$ cat src/rtl/fc_frame_sched_if.sv
// fc_frame_sched_if: feature stream, accumulator and result handshake bundle.
// The scheduler connects through slave; the driving environment uses master.
interface fc_frame_sched_if #(
    parameter int DW    = 12,
    parameter int CLS_W = 4
);
    logic             start;
    logic             busy;
    logic             feat_valid;
    logic             feat_ready;
    logic [DW-1:0]    feat_in_1;
    logic [DW-1:0]    feat_in_2;
    logic [DW-1:0]    feat_in_3;
    logic             fc_valid_in;
    logic [DW-1:0]    fc_data_1;
    logic [DW-1:0]    fc_data_2;
    logic [DW-1:0]    fc_data_3;
    logic             fc_valid_out;
    logic [DW-1:0]    fc_data_out;
    logic             result_valid;
    logic             result_ready;
    logic [CLS_W-1:0] result_class;
    logic [DW-1:0]    result_score;
    logic             err_unexpected;

    modport master (
        output start, feat_valid, feat_in_1, feat_in_2, feat_in_3,
               fc_valid_out, fc_data_out, result_ready,
        input  busy, feat_ready, fc_valid_in, fc_data_1, fc_data_2, fc_data_3,
               result_valid, result_class, result_score, err_unexpected
    );

    modport slave (
        input  start, feat_valid, feat_in_1, feat_in_2, feat_in_3,
               fc_valid_out, fc_data_out, result_ready,
        output busy, feat_ready, fc_valid_in, fc_data_1, fc_data_2, fc_data_3,
               result_valid, result_class, result_score, err_unexpected
    );
endinterface

$ cat src/rtl/fc_frame_sched.sv
// fc_frame_sched: gates pooled features into the FC accumulator in per-neuron groups,
// captures the neuron scores and reports the argmax class over a valid/ready handshake.
module fc_frame_sched #(
    parameter int NUM_OUT = 10,
    parameter int BEATS   = 16,
    parameter int DW      = 12,
    parameter int CLS_W   = 4
) (
    input  logic            clk,
    input  logic            rst_n,
    fc_frame_sched_if.slave bus
);
    localparam int BW = $clog2(NUM_OUT * BEATS + 1);
    localparam int RW = $clog2(NUM_OUT + 1);
    localparam logic [BW-1:0] LAST_BEAT = BW'(NUM_OUT * BEATS - 1);
    localparam logic [RW-1:0] N_OUT     = RW'(NUM_OUT);
    localparam logic [RW-1:0] LAST_IDX  = RW'(NUM_OUT - 1);

    typedef enum logic [2:0] {IDLE, STREAM, DRAIN, ARGMAX, DONE} state_t;

    state_t        state;
    logic [BW-1:0] beat_cnt;
    logic [RW-1:0] res_idx;
    logic [RW-1:0] am_idx;
    logic [DW-1:0] score [NUM_OUT];
    logic          accept;
    logic          capture;

    assign bus.busy       = state != IDLE;
    assign bus.feat_ready = state == STREAM && beat_cnt <= LAST_BEAT;
    assign accept         = bus.feat_valid && bus.feat_ready;
    // Scores are only legal while the frame is streaming or draining and slots remain
    assign capture        = bus.fc_valid_out && (state == STREAM || state == DRAIN) && res_idx != N_OUT;

    always_ff @(posedge clk or negedge rst_n) begin
        if (!rst_n) begin
            state              <= IDLE;
            beat_cnt           <= '0;
            res_idx            <= '0;
            am_idx             <= '0;
            bus.fc_valid_in    <= 1'b0;
            bus.fc_data_1      <= '0;
            bus.fc_data_2      <= '0;
            bus.fc_data_3      <= '0;
            bus.result_valid   <= 1'b0;
            bus.result_class   <= '0;
            bus.result_score   <= '0;
            bus.err_unexpected <= 1'b0;
            for (int i = 0; i < NUM_OUT; i++) score[i] <= '0;
        end else begin
            bus.fc_valid_in <= accept;
            if (accept) begin
                bus.fc_data_1 <= bus.feat_in_1;
                bus.fc_data_2 <= bus.feat_in_2;
                bus.fc_data_3 <= bus.feat_in_3;
                beat_cnt      <= beat_cnt + 1'b1;
            end
            if (capture) begin
                score[res_idx] <= bus.fc_data_out;
                res_idx        <= res_idx + 1'b1;
            end else if (bus.fc_valid_out) begin
                bus.err_unexpected <= 1'b1;
            end
            case (state)
                IDLE:   if (bus.start) state <= STREAM;
                STREAM: if (accept && beat_cnt == LAST_BEAT) state <= DRAIN;
                DRAIN: begin
                    if (res_idx == N_OUT) begin
                        state  <= ARGMAX;
                        am_idx <= '0;
                    end
                end
                ARGMAX: begin
                    // Strictly-greater replace keeps ties on the lowest index
                    if (am_idx == '0 || $signed(score[am_idx]) > $signed(bus.result_score)) begin
                        bus.result_score <= score[am_idx];
                        bus.result_class <= CLS_W'(am_idx);
                    end
                    am_idx <= am_idx + 1'b1;
                    if (am_idx == LAST_IDX) begin
                        state            <= DONE;
                        bus.result_valid <= 1'b1;
                    end
                end
                DONE: begin
                    if (bus.result_ready) begin
                        state            <= IDLE;
                        bus.result_valid <= 1'b0;
                        beat_cnt         <= '0;
                        res_idx          <= '0;
                        am_idx           <= '0;
                    end
                end
                default: state <= IDLE;
            endcase
        end
    end
endmodule

$ cat src/flat_wrapper.sv
// flat-port wrapper written by rule: the top's interface ports become plain ports
module fc_frame_sched_flat 
#(
    parameter int NUM_OUT = 10,
    parameter int BEATS   = 16,
    parameter int DW      = 12,
    parameter int CLS_W   = 4
)
  (clk, rst_n, bus_start, bus_feat_valid, bus_feat_in_1, bus_feat_in_2, bus_feat_in_3, bus_fc_valid_out, bus_fc_data_out, bus_result_ready, bus_busy, bus_feat_ready, bus_fc_valid_in, bus_fc_data_1, bus_fc_data_2, bus_fc_data_3, bus_result_valid, bus_result_class, bus_result_score, bus_err_unexpected);
  fc_frame_sched_if #(.DW(DW), .CLS_W(CLS_W)) bus_i ();
  input  logic clk;
  input  logic rst_n;
  input wire logic [$bits(bus_i.start)-1:0] bus_start;
  input wire logic [$bits(bus_i.feat_valid)-1:0] bus_feat_valid;
  input wire logic [$bits(bus_i.feat_in_1)-1:0] bus_feat_in_1;
  input wire logic [$bits(bus_i.feat_in_2)-1:0] bus_feat_in_2;
  input wire logic [$bits(bus_i.feat_in_3)-1:0] bus_feat_in_3;
  input wire logic [$bits(bus_i.fc_valid_out)-1:0] bus_fc_valid_out;
  input wire logic [$bits(bus_i.fc_data_out)-1:0] bus_fc_data_out;
  input wire logic [$bits(bus_i.result_ready)-1:0] bus_result_ready;
  output wire logic [$bits(bus_i.busy)-1:0] bus_busy;
  output wire logic [$bits(bus_i.feat_ready)-1:0] bus_feat_ready;
  output wire logic [$bits(bus_i.fc_valid_in)-1:0] bus_fc_valid_in;
  output wire logic [$bits(bus_i.fc_data_1)-1:0] bus_fc_data_1;
  output wire logic [$bits(bus_i.fc_data_2)-1:0] bus_fc_data_2;
  output wire logic [$bits(bus_i.fc_data_3)-1:0] bus_fc_data_3;
  output wire logic [$bits(bus_i.result_valid)-1:0] bus_result_valid;
  output wire logic [$bits(bus_i.result_class)-1:0] bus_result_class;
  output wire logic [$bits(bus_i.result_score)-1:0] bus_result_score;
  output wire logic [$bits(bus_i.err_unexpected)-1:0] bus_err_unexpected;
  assign bus_i.start = bus_start;
  assign bus_i.feat_valid = bus_feat_valid;
  assign bus_i.feat_in_1 = bus_feat_in_1;
  assign bus_i.feat_in_2 = bus_feat_in_2;
  assign bus_i.feat_in_3 = bus_feat_in_3;
  assign bus_i.fc_valid_out = bus_fc_valid_out;
  assign bus_i.fc_data_out = bus_fc_data_out;
  assign bus_i.result_ready = bus_result_ready;
  assign bus_busy = bus_i.busy;
  assign bus_feat_ready = bus_i.feat_ready;
  assign bus_fc_valid_in = bus_i.fc_valid_in;
  assign bus_fc_data_1 = bus_i.fc_data_1;
  assign bus_fc_data_2 = bus_i.fc_data_2;
  assign bus_fc_data_3 = bus_i.fc_data_3;
  assign bus_result_valid = bus_i.result_valid;
  assign bus_result_class = bus_i.result_class;
  assign bus_result_score = bus_i.result_score;
  assign bus_err_unexpected = bus_i.err_unexpected;
  fc_frame_sched #(.NUM_OUT(NUM_OUT), .BEATS(BEATS), .DW(DW), .CLS_W(CLS_W)) u_core (.clk(clk), .rst_n(rst_n), .bus(bus_i));
endmodule
$ cat config.mk
export PLATFORM = sky130hd
export DESIGN_NAME = fc_frame_sched_flat
export DESIGN_NICKNAME = d
export VERILOG_FILES = /design/src/rtl/fc_frame_sched_if.sv /design/src/rtl/fc_frame_sched.sv /design/src/flat_wrapper.sv
export SDC_FILE = /design/constraint.sdc
export NUM_CORES = 1
export LEC_CHECK = 0
export CAP_MARGIN = 20
export CORE_MARGIN = 10
export CORE_UTILIZATION = 28
export CTS_BUF_LIST = sky130_fd_sc_hd__clkbuf_4 sky130_fd_sc_hd__clkbuf_8
export DETAILED_ROUTE_END_ITERATION = 8
export DONT_BUFFER_PORTS = 1
export GPL_TIMING_DRIVEN = 0
export PLACE_DENSITY_LB_ADDON = 0.08
export SYNTH_ARGS = -nofsm -noshare
export SYNTH_HDL_FRONTEND = slang
export SYNTH_SLANG_ARGS = --single-unit
$ cat constraint.sdc
create_clock -name clk -period 9.85 [get_ports clk]
set_input_delay 1.4775 -clock clk [delete_from_list [all_inputs] [get_ports clk]]
set_output_delay 1.4775 -clock clk [all_outputs]
set_load 0.1 [all_outputs]
==> reports/results.ini, run 1 <==
[status]
status=complete, no violations

[sta]
min_period_ps=4387
finalCritPeriodShare_pct=44.54
setup_viol=0
hold_viol=0
clock_skew_ps=20.19
max_freq_mhz=227.9
relSlewSlack_pct=35.65
tightestPinTransition_ps=965.3
fin_ws_ps=5463
tns_ps=0
rsz0062_at_grt=false
final_max_slew_viol_count=0

[clock_tree]
clk_pin_slew_worst_paths_ps=100
clock-sinks=194
postCtsSetupRepairBufs=0
clock_latency_ps=480
tritoncts=yes
cts_resized=0
h-tree-depth=4
cts_buffers=17
cts_hold_buffers=0
cts.root.buffer_cell=clkbuf_8
cts.path.max_buffers=2

[synth]
syn_inst=656
synth_ff_type=dfrtp_1
syn-mean-instance-area_um2=13.73
yosysTopAreaCell=dfrtp_1
synth.most_common_cell=dfrtp_1
synth_cell_types=46
seq_area_frac_synth_pct=53.88
synth_edf_count=0
synth_area_leaders=dfrtp_1, mux2_2, mux4_2, ha_1, mux2i_1
ys_seq_elements=194
synthTopCellsByCount=dfrtp_1, mux2_2, nor2_1
yosys_warnings=0
yosys.area.top_type_share_pct=53.88
syn-num-nets=730
async_flop_share_pct=100.0
synthesis.area_um2=9010

[critical_path]
critPathLaunchType=register
crit_type=register to register
arrival_ps=4740
end_kind=register
crit_fanout=10
cp.required_ps=10210

[floorplanning]
row_count=65
fp.dieH_um=199.4
die_x_um=199.4
die-area_um2=39750
start_util_pct=28.48
coreArea_um2=31640
io_pins=111

[placement]
gp_congestion=0.7377
place_ws_ps=5342
port-buffer-count=0
dpl.hpwl_um=15840

[grt]
grt-ovfl-total=0
grt_pass1_vias=5760
antenna_found_initial=2
gr-usage-all-layers_pct=11.82
grt_pass1_wl_um=35300
grt_max_degree=195

[layout]
num-fill-cells=3153
final_util_pct=31.37
drive_gt1_share_pct=37.79
area_growth_pct=10.17
fin_nets=749

[routing]
wl_met2_um=10580
top_layer=met5
vias=5217
drt-met1-wl_um=10350
viasPerCell=4.782
drc=0
first_iter_violations=187
drt-total-wl_um=22540
ant_nets=0
dr.pass1.iters=6
wl_met3_um=1370
wire_per_inst_um=20.66

[worst_hold_path]
hold_path_class=register to register

[flow_run]
cap_viol_max_count=0

## final cells by class
class                           instances  area (um^2)  share of cell area [%]
Antenna cell                            1        2.502                 0.02521
Buffer                                 48        234.0                   2.357
Clock buffer                           21        282.8                   2.849
Clock inverter                         11        127.6                   1.286
Inverter                               20        75.07                  0.7563
Multi-Input combinational cell        394         3846                   38.75
Sequential cell                       194         4855                   48.91
Tap cell                              402        503.0                   5.067
## final timing paths
| path | slack, ps | cells after the start | start | endpoint |
|---|---|---|---|---|
| worst max register to register | 5460 | 14 | u_core.am_idx[1] | u_core.bus.result_class[2] |
| min in group asynchronous | 680 | 0 | rst_n | u_core.score[63] |
| worst min-delay path | 490 | 1 | u_core.score[19] | u_core.score[19] |
| max in group asynchronous | 8810 | 0 | rst_n | u_core.score[30] |
| worst min register to register | 490 | 1 | u_core.score[19] | u_core.score[19] |
| worst max-delay path | 5460 | 14 | u_core.am_idx[1] | u_core.bus.result_class[2] |
## placed cells by master, fill, tap and decap left out, types with 8 or more instances in the layout
cell      instances
a21oi_1          22
buf_1            13
buf_2            18
clkbuf_1         12
clkbuf_8         20
dfrtp_1         194
ha_1             20
inv_1            19
mux2_2          158
mux2_4            9
mux2i_1          15
mux4_2           24
nand2_1          21
nand3_1          15
nand4_1           8
nor2_1           32
o21ai_0          21
xor2_1            8
## worst max-delay path, stage by stage, from the launching register on
cell and delay, ps:
dfrtp_1 400, buf_2 340, clkbuf_1 770, mux4_2 450, a21oi_1 260, nor2_1 70
a31oi_1 260, ha_1 190, nand2b_1 100, a21oi_1 80, o21ai_2 220, a211oi_2 120
a311oi_4 480, buf_12 220, mux2_4 300
## sequential cells by signal (all words and copies together), names as in the netlist
signal	count
u_core.bus.fc_data_2	12
u_core.bus.result_score	12
u_core.state	3
u_core.bus.result_valid	1
u_core.res_idx	4
u_core.bus.fc_data_3	12
u_core.score	120
u_core.am_idx	4
u_core.bus.result_class	4
u_core.bus.fc_data_1	12
u_core.bus.err_unexpected	1
u_core.bus.fc_valid_in	1
u_core.beat_cnt	8
## per-stage QoR
| step | std cells | instance area [um^2] | hold slack, ps |
|---|---|---|---|
| final | 1091 | 9926 | 493.0 |
| after floorplan | 656 | 9010 | 453.3 |
| after global routing | 1090 | 9923 | 507.3 |
| after global placement | 1058 | 9513 | 467.5 |
| after CTS | 1090 | 9923 | 496.4 |
| after detailed placement | 1058 | 9513 | 473.9 |
## cell families (layout without fill, tap and decap cells)
logic type | after synthesis | in the layout | synth area share [%]
xor gates and xnor gates | 10 | 10 | 0.9722
adders and majority gates | 20 | 20 | 2.777
DFF | 194 | 194 | 53.88
other | 0 | 1 | 0
muxes | 210 | 210 | 29.41
AOI/OAI and AO/OA | 54 | 54 | 3.597
buffers and inverters | 68 | 100 | 3.430
and+or+nand+nor | 100 | 100 | 5.930
## metal layers
| metal | global-route usage, % | vias to the layer above |
|---|---|---|
| met2 | 18.83 | 111 |
| met3 | 3.499 | 20 |
| met4 | 3.169 | 2 |
| met5 | 0 | - |
| li1 | - | 2378 |
| met1 | 15.30 | 2706 |
Power of run 1 is not shown: default switching activity piles up to over one toggle a cycle in this logic, so the estimate is an artifact.
==> run 2: changes to the inputs <==
==> constraint.sdc (replaced) <==
create_clock -name clk -period 3.6 [get_ports clk]
set_input_delay 0.54 -clock clk [delete_from_list [all_inputs] [get_ports clk]]
set_output_delay 0.54 -clock clk [all_outputs]
set_load 0.1 [all_outputs]
==> reports/results.ini, run 2 (synthesis results as in run 1) <==
[status]
status=finished, violations left  ; was complete, no violations
failed_checks=hold timing

[floorplanning]
coreArea_um2=31640  ; unchanged
io_pins=111  ; unchanged
start_util_pct=28.48  ; unchanged
row_count=65  ; unchanged
fp.dieH_um=199.4  ; unchanged
die_x_um=199.4  ; unchanged
die-area_um2=39750  ; unchanged

[clock_tree]
clock-sinks=194  ; unchanged
clk_pin_slew_worst_paths_ps=110  ; was 100 ps
h-tree-depth=4  ; unchanged
tritoncts=yes  ; unchanged
clock_latency_ps=470  ; was 480 ps
cts_buffers=17  ; unchanged
cts.path.max_buffers=2  ; unchanged
cts.root.buffer_cell=clkbuf_8  ; unchanged

[layout]
largest_register=u_core.score  ; unchanged
final_cell_mix=dfrtp_1, mux2_2, nor2_1, mux4_2  ; was dfrtp_1, mux2_2, nor2_1, mux4_2, a21oi_1
area_growth_pct=12.54  ; was 10.17%
largest_reg_flops=120  ; unchanged
final_common_cell=dfrtp_1  ; unchanged
drive_gt1_share_pct=41.73  ; was 37.79%
fin_nets=756  ; was 749

[grt]
grt-ovfl-total=0  ; unchanged
gr-usage-all-layers_pct=11.84  ; was 11.82%
grt_pass1_vias=5781  ; was 5760
antenna_found_initial=2  ; unchanged
grt_pass1_wl_um=35360  ; was 35300 um
grt_max_degree=195  ; unchanged

[routing]
drt-total-wl_um=22650  ; was 22540 um
drc=0  ; unchanged
viasPerCell=4.777  ; was 4.782
vias=5245  ; was 5217
dr.pass1.iters=6  ; unchanged
wire_per_inst_um=20.63  ; was 20.66 um
ant_nets=0  ; unchanged
first_iter_violations=153  ; was 187

[sta]
relSlewSlack_pct=35.56  ; was 35.65%
max_freq_mhz=288.0  ; was 227.9 MHz
hold_viol=194  ; was 0
finalCritPeriodShare_pct=96.45  ; was 44.54%
fin_ws_ps=127.8  ; was 5463 ps
tightestPinTransition_ps=966.6  ; was 965.3 ps
rsz0062_at_grt=true  ; was false
setup_viol=0  ; unchanged
final_max_slew_viol_count=0  ; unchanged
min_period_ps=3472  ; was 4387 ps
clock_skew_ps=22.93  ; was 20.19 ps
fin_hold_ws_ps=-251.4  ; was 493.0 ps

[worst_hold_path]
hold_path_class=input port to asynchronous set/reset pin  ; was register to register

[placement]
gp_congestion=0.7377  ; unchanged
dpl.hpwl_um=15840  ; unchanged
place_ws_ps=-908.5  ; was 5342 ps
port-buffer-count=0  ; unchanged

[critical_path]
crit_type=register to register  ; unchanged
r2r_setup_slack_ps=130  ; was 5460 ps
cp.required_ps=3950  ; was 10210 ps
r2r-end=u_core.bus.result_class[2]  ; unchanged
end_kind=register  ; unchanged
arrival_ps=3820  ; was 4740 ps
crit_fanout=10  ; unchanged
rr_startpoint=u_core.am_idx[0]  ; was u_core.am_idx[1]
ff2ff_path_depth=14  ; unchanged
critPathLaunchType=register  ; unchanged

[flow_run]
cap_viol_max_count=0  ; unchanged

run 2: worst max-delay path: stages, from the launching register on:
cell and delay [ps]:
dfrtp_1 420, buf_6 190, buf_12 150, mux4_2 530, a21oi_2 210, nor2_2 50, a31oi_2 210, ha_2 200
nand2b_4 110, a21oi_2 60, o21ai_2 190, a211oi_2 120, a311oi_4 390, buf_12 200, mux2_4 300
run 2: metrics by stage:
stage | util [%] | instance area (um^2) | cells | TNS [ps]
6_report | 32.05 | 10140 | 1098 | 0
5_1_grt | 32.04 | 10140 | 1097 | -142.8
4_1_cts | 31.66 | 10010 | 1093 | 0
3_5_place_dp | 30.07 | 9513 | 1058 | -13550
3_3_place_gp | 30.07 | 9513 | 1058 | -13870
2_1_floorplan | - | 9010 | 656 | 0
run 2: how the worst max path moves through the flow:
| stage | startpoint | to | slack [ps] | cells after the start |
|---|---|---|---|---|
| finish | u_core.am_idx[0] | u_core.bus.result_class[2] | 130 | 14 |
| CTS | u_core.am_idx[0] | u_core.bus.result_class[2] | 1 | 13 |
| floorplan | u_core.am_idx[0] | u_core.bus.result_score[10] | 260 | 13 |
| global placement | u_core.am_idx[1] | u_core.bus.result_class[1] | -930 | 12 |
| global route | u_core.am_idx[0] | u_core.bus.result_class[1] | -20 | 13 |
| detailed placement | u_core.am_idx[1] | u_core.bus.result_score[6] | -910 | 12 |
run 2: timing repair:
item	CTS	global route
pin swaps	2	4
setup endpoints to repair	16	16
resized for setup	26	30
cloned	0	1
setup buffers	3	3
endpoints found under the hold margin	194	194
run 2: metal layers:
layer | up-vias | share of wire, % | GRT usage, %
li1 | 2400 | - | -
met1 | 2726 | 46 | 15.28
met2 | 100 | 47 | 18.92
met3 | 17 | 5.4 | 3.499
met4 | 2 | 0.90 | 3.169
met5 | - | 0.057 | 0
run 2: area by class of cell:
cell class | instances | area, um^2
Fill cell | 3139 | 21500
Sequential cell | 194 | 4855
Multi-Input combinational cell | 394 | 3913
Tap cell | 402 | 503.0
Inverter | 20 | 75.07
Buffer | 48 | 307.8
Clock inverter | 11 | 127.6
Clock buffer | 21 | 282.8
Timing Repair Buffer | 7 | 73.82
Antenna cell | 1 | 2.502
Power of run 2 is left out for the same reason.
==> run 3: changes to the inputs <==
==> constraint.sdc (replaced) <==
create_clock -name clk -period 2.9 [get_ports clk]
set_input_delay 0.435 -clock clk [delete_from_list [all_inputs] [get_ports clk]]
set_output_delay 0.435 -clock clk [all_outputs]
set_load 0.1 [all_outputs]
==> reports/results.ini, run 3 (synthesis results as in run 1) <==
[status]
status=finished, violations left  ; unchanged
failed_checks=hold timing, setup timing  ; was hold timing

[layout]
area_growth_pct=14.47  ; was 12.54%
fin_nets=760  ; was 756
fin_area_um2=10310  ; was 10140 um^2
largest_register=u_core.score  ; unchanged
final_common_cell=dfrtp_1  ; unchanged
largest_reg_flops=120  ; unchanged
final_util_pct=32.60  ; was 32.05%
drive_gt1_share_pct=43.49  ; was 41.73%
final_cell_count_no_fill=1102  ; was 1098
num-fill-cells=3108  ; was 3139
final_cell_mix=dfrtp_1, mux2_2, nor2_1, mux4_2, nand2_1  ; was dfrtp_1, mux2_2, nor2_1, mux4_2

[placement]
dpl-instance-area_um2=9552  ; was 9513 um^2
port-buffer-count=0  ; unchanged
gp_congestion=0.7302  ; was 0.7377
dpl.hpwl_um=15950  ; was 15840 um
dpl.cell_count=1058  ; unchanged

[clock_tree]
h-tree-depth=4  ; unchanged
cts.path.max_buffers=2  ; unchanged
clock-sinks=194  ; unchanged
clk_pin_slew_worst_paths_ps=110  ; about the same
tritoncts=yes  ; unchanged
clock_latency_ps=460  ; was 470 ps
cts_buffers=17  ; unchanged
cts.root.buffer_cell=clkbuf_8  ; unchanged

[floorplanning]
die-area_um2=39750  ; unchanged
die_x_um=199.4  ; unchanged
row_count=65  ; unchanged
io_pins=111  ; unchanged
start_util_pct=28.48  ; unchanged
coreArea_um2=31640  ; unchanged
fp.dieH_um=199.4  ; unchanged

[routing]
first_iter_violations=273  ; was 153
viasPerCell=4.801  ; was 4.777
drc=0  ; unchanged
vias=5291  ; was 5245
dr.pass1.iters=4  ; was 6
drt-total-wl_um=22830  ; was 22650 um
ant_nets=0  ; unchanged
wire_per_inst_um=20.71  ; was 20.63 um

[worst_hold_path]
hold_path_class=input port to asynchronous set/reset pin  ; unchanged

[critical_path]
crit_fanout=6  ; was 10
crit_type=register to register  ; unchanged
r2r_setup_slack_ps=-570  ; was 130 ps
critPathLaunchType=register  ; unchanged
arrival_ps=3810  ; was 3820 ps
ff2ff_path_depth=13  ; was 14
rr_startpoint=u_core.am_idx[0]  ; unchanged
cp_top_family=compound AO/OA/AOI/OAI gates  ; unchanged
end_kind=register  ; unchanged
crit_path_max_incr_delay_ps=560  ; was 530 ps
crit_buf_inv=4  ; was 3
crit_path_top_delay_cell=mux4_2  ; unchanged
cp.required_ps=3240  ; was 3950 ps
critPathLaunch=u_core.am_idx[0]  ; unchanged
cp_common_cell=buf_12
worstPathCellList=buf_8 > buf_12 > mux4_2 > a21oi_4 > o21ai_1 > ha_1 > a21o_1 > o21ai_2 > a211oi_2 > a311oi_4 > buf_4 > buf_12 > mux2_4  ; was buf_6 > buf_12 > mux4_2 > a21oi_2 > nor2_2 > a31oi_2 > ha_2 > nand2b_4 > a21oi_2 > o21ai_2 > a211oi_2 > a311oi_4 > buf_12 > mux2_4
r2r-end=u_core.bus.result_class[2]  ; unchanged

[flow_run]
cap_viol_max_count=0  ; unchanged

[sta]
max_freq_mhz=288.6  ; was 288.0 MHz
finalCritPeriodShare_pct=119.5  ; was 96.45%
rsz0062_at_grt=true  ; unchanged
fin_hold_ws_ps=-343.2  ; was -251.4 ps
setup_viol=16  ; was 0
relSlewSlack_pct=36.02  ; was 35.56%
final_max_slew_viol_count=0  ; unchanged
tns_ps=-8464  ; was 0 ps
fin_ws_ps=-565.5  ; was 127.8 ps
min_period_ps=3465  ; was 3472 ps
hold_viol=194  ; unchanged
clock_skew_ps=23.60  ; was 22.93 ps
tightestPinTransition_ps=959.7  ; was 966.6 ps

[grt]
grt-ovfl-total=0  ; unchanged
antenna_found_initial=2  ; unchanged
grt_pass1_vias=5966  ; was 5781
gr-usage-all-layers_pct=12.02  ; was 11.84%
grt_pass1_wl_um=35890  ; was 35360 um
grt_max_degree=195  ; unchanged

-- run 3: how the worst max path moves through the flow --
stage	end	slack (ps)	cells past startpoint
after global placement	u_core.bus.result_class[1]	-1230	14
after global routing	u_core.bus.result_score[6]	-690	15
final	u_core.bus.result_class[2]	-570	13
after detailed placement	u_core.bus.result_class[1]	-1260	14
after CTS	u_core.bus.result_class[2]	-660	15
after floorplan	u_core.bus.result_score[10]	-230	12
-- run 3: per-stage QoR --
step | hold slack [ps] | setup WS [ps]
after global placement | 146.7 | -1234
final | -343.2 | -565.5
after detailed placement | 147.0 | -1262
after floorplan | 139.4 | -230.0
after CTS | -394.1 | -660.4
after global routing | -410.2 | -686.5
-- run 3: final cells by class --
class	count	area (um^2)	area share [%]
Inverter	20	75.07	0.7279
Sequential cell	194	4856	47.08
Tap cell	402	503.0	4.877
Multi-Input combinational cell	394	4006	38.85
Clock inverter	12	142.6	1.383
Antenna cell	1	2.502	0.02426
Timing Repair Buffer	12	138.9	1.347
Buffer	47	320.3	3.106
Clock buffer	20	269.0	2.608
-- run 3: per-layer routing --
metal	wire [um]	track usage, %	up-vias
met5	7	0	-
met4	184	3.141	2
met3	1035	3.297	13
met2	11440	20.53	81
met1	10160	14.62	2783
li1	-	-	2412
-- run 3: what timing repair did --
action                                  in CTS  in global routing
endpoints found under the setup margin      16                 41
setup buffers                                8                  3
gates resized for setup                     38                 30
hold endpoints to repair                   194                194
gates cloned                                 2                  0
pin swaps                                   11                  8
Power of run 3 is left out for the same reason.
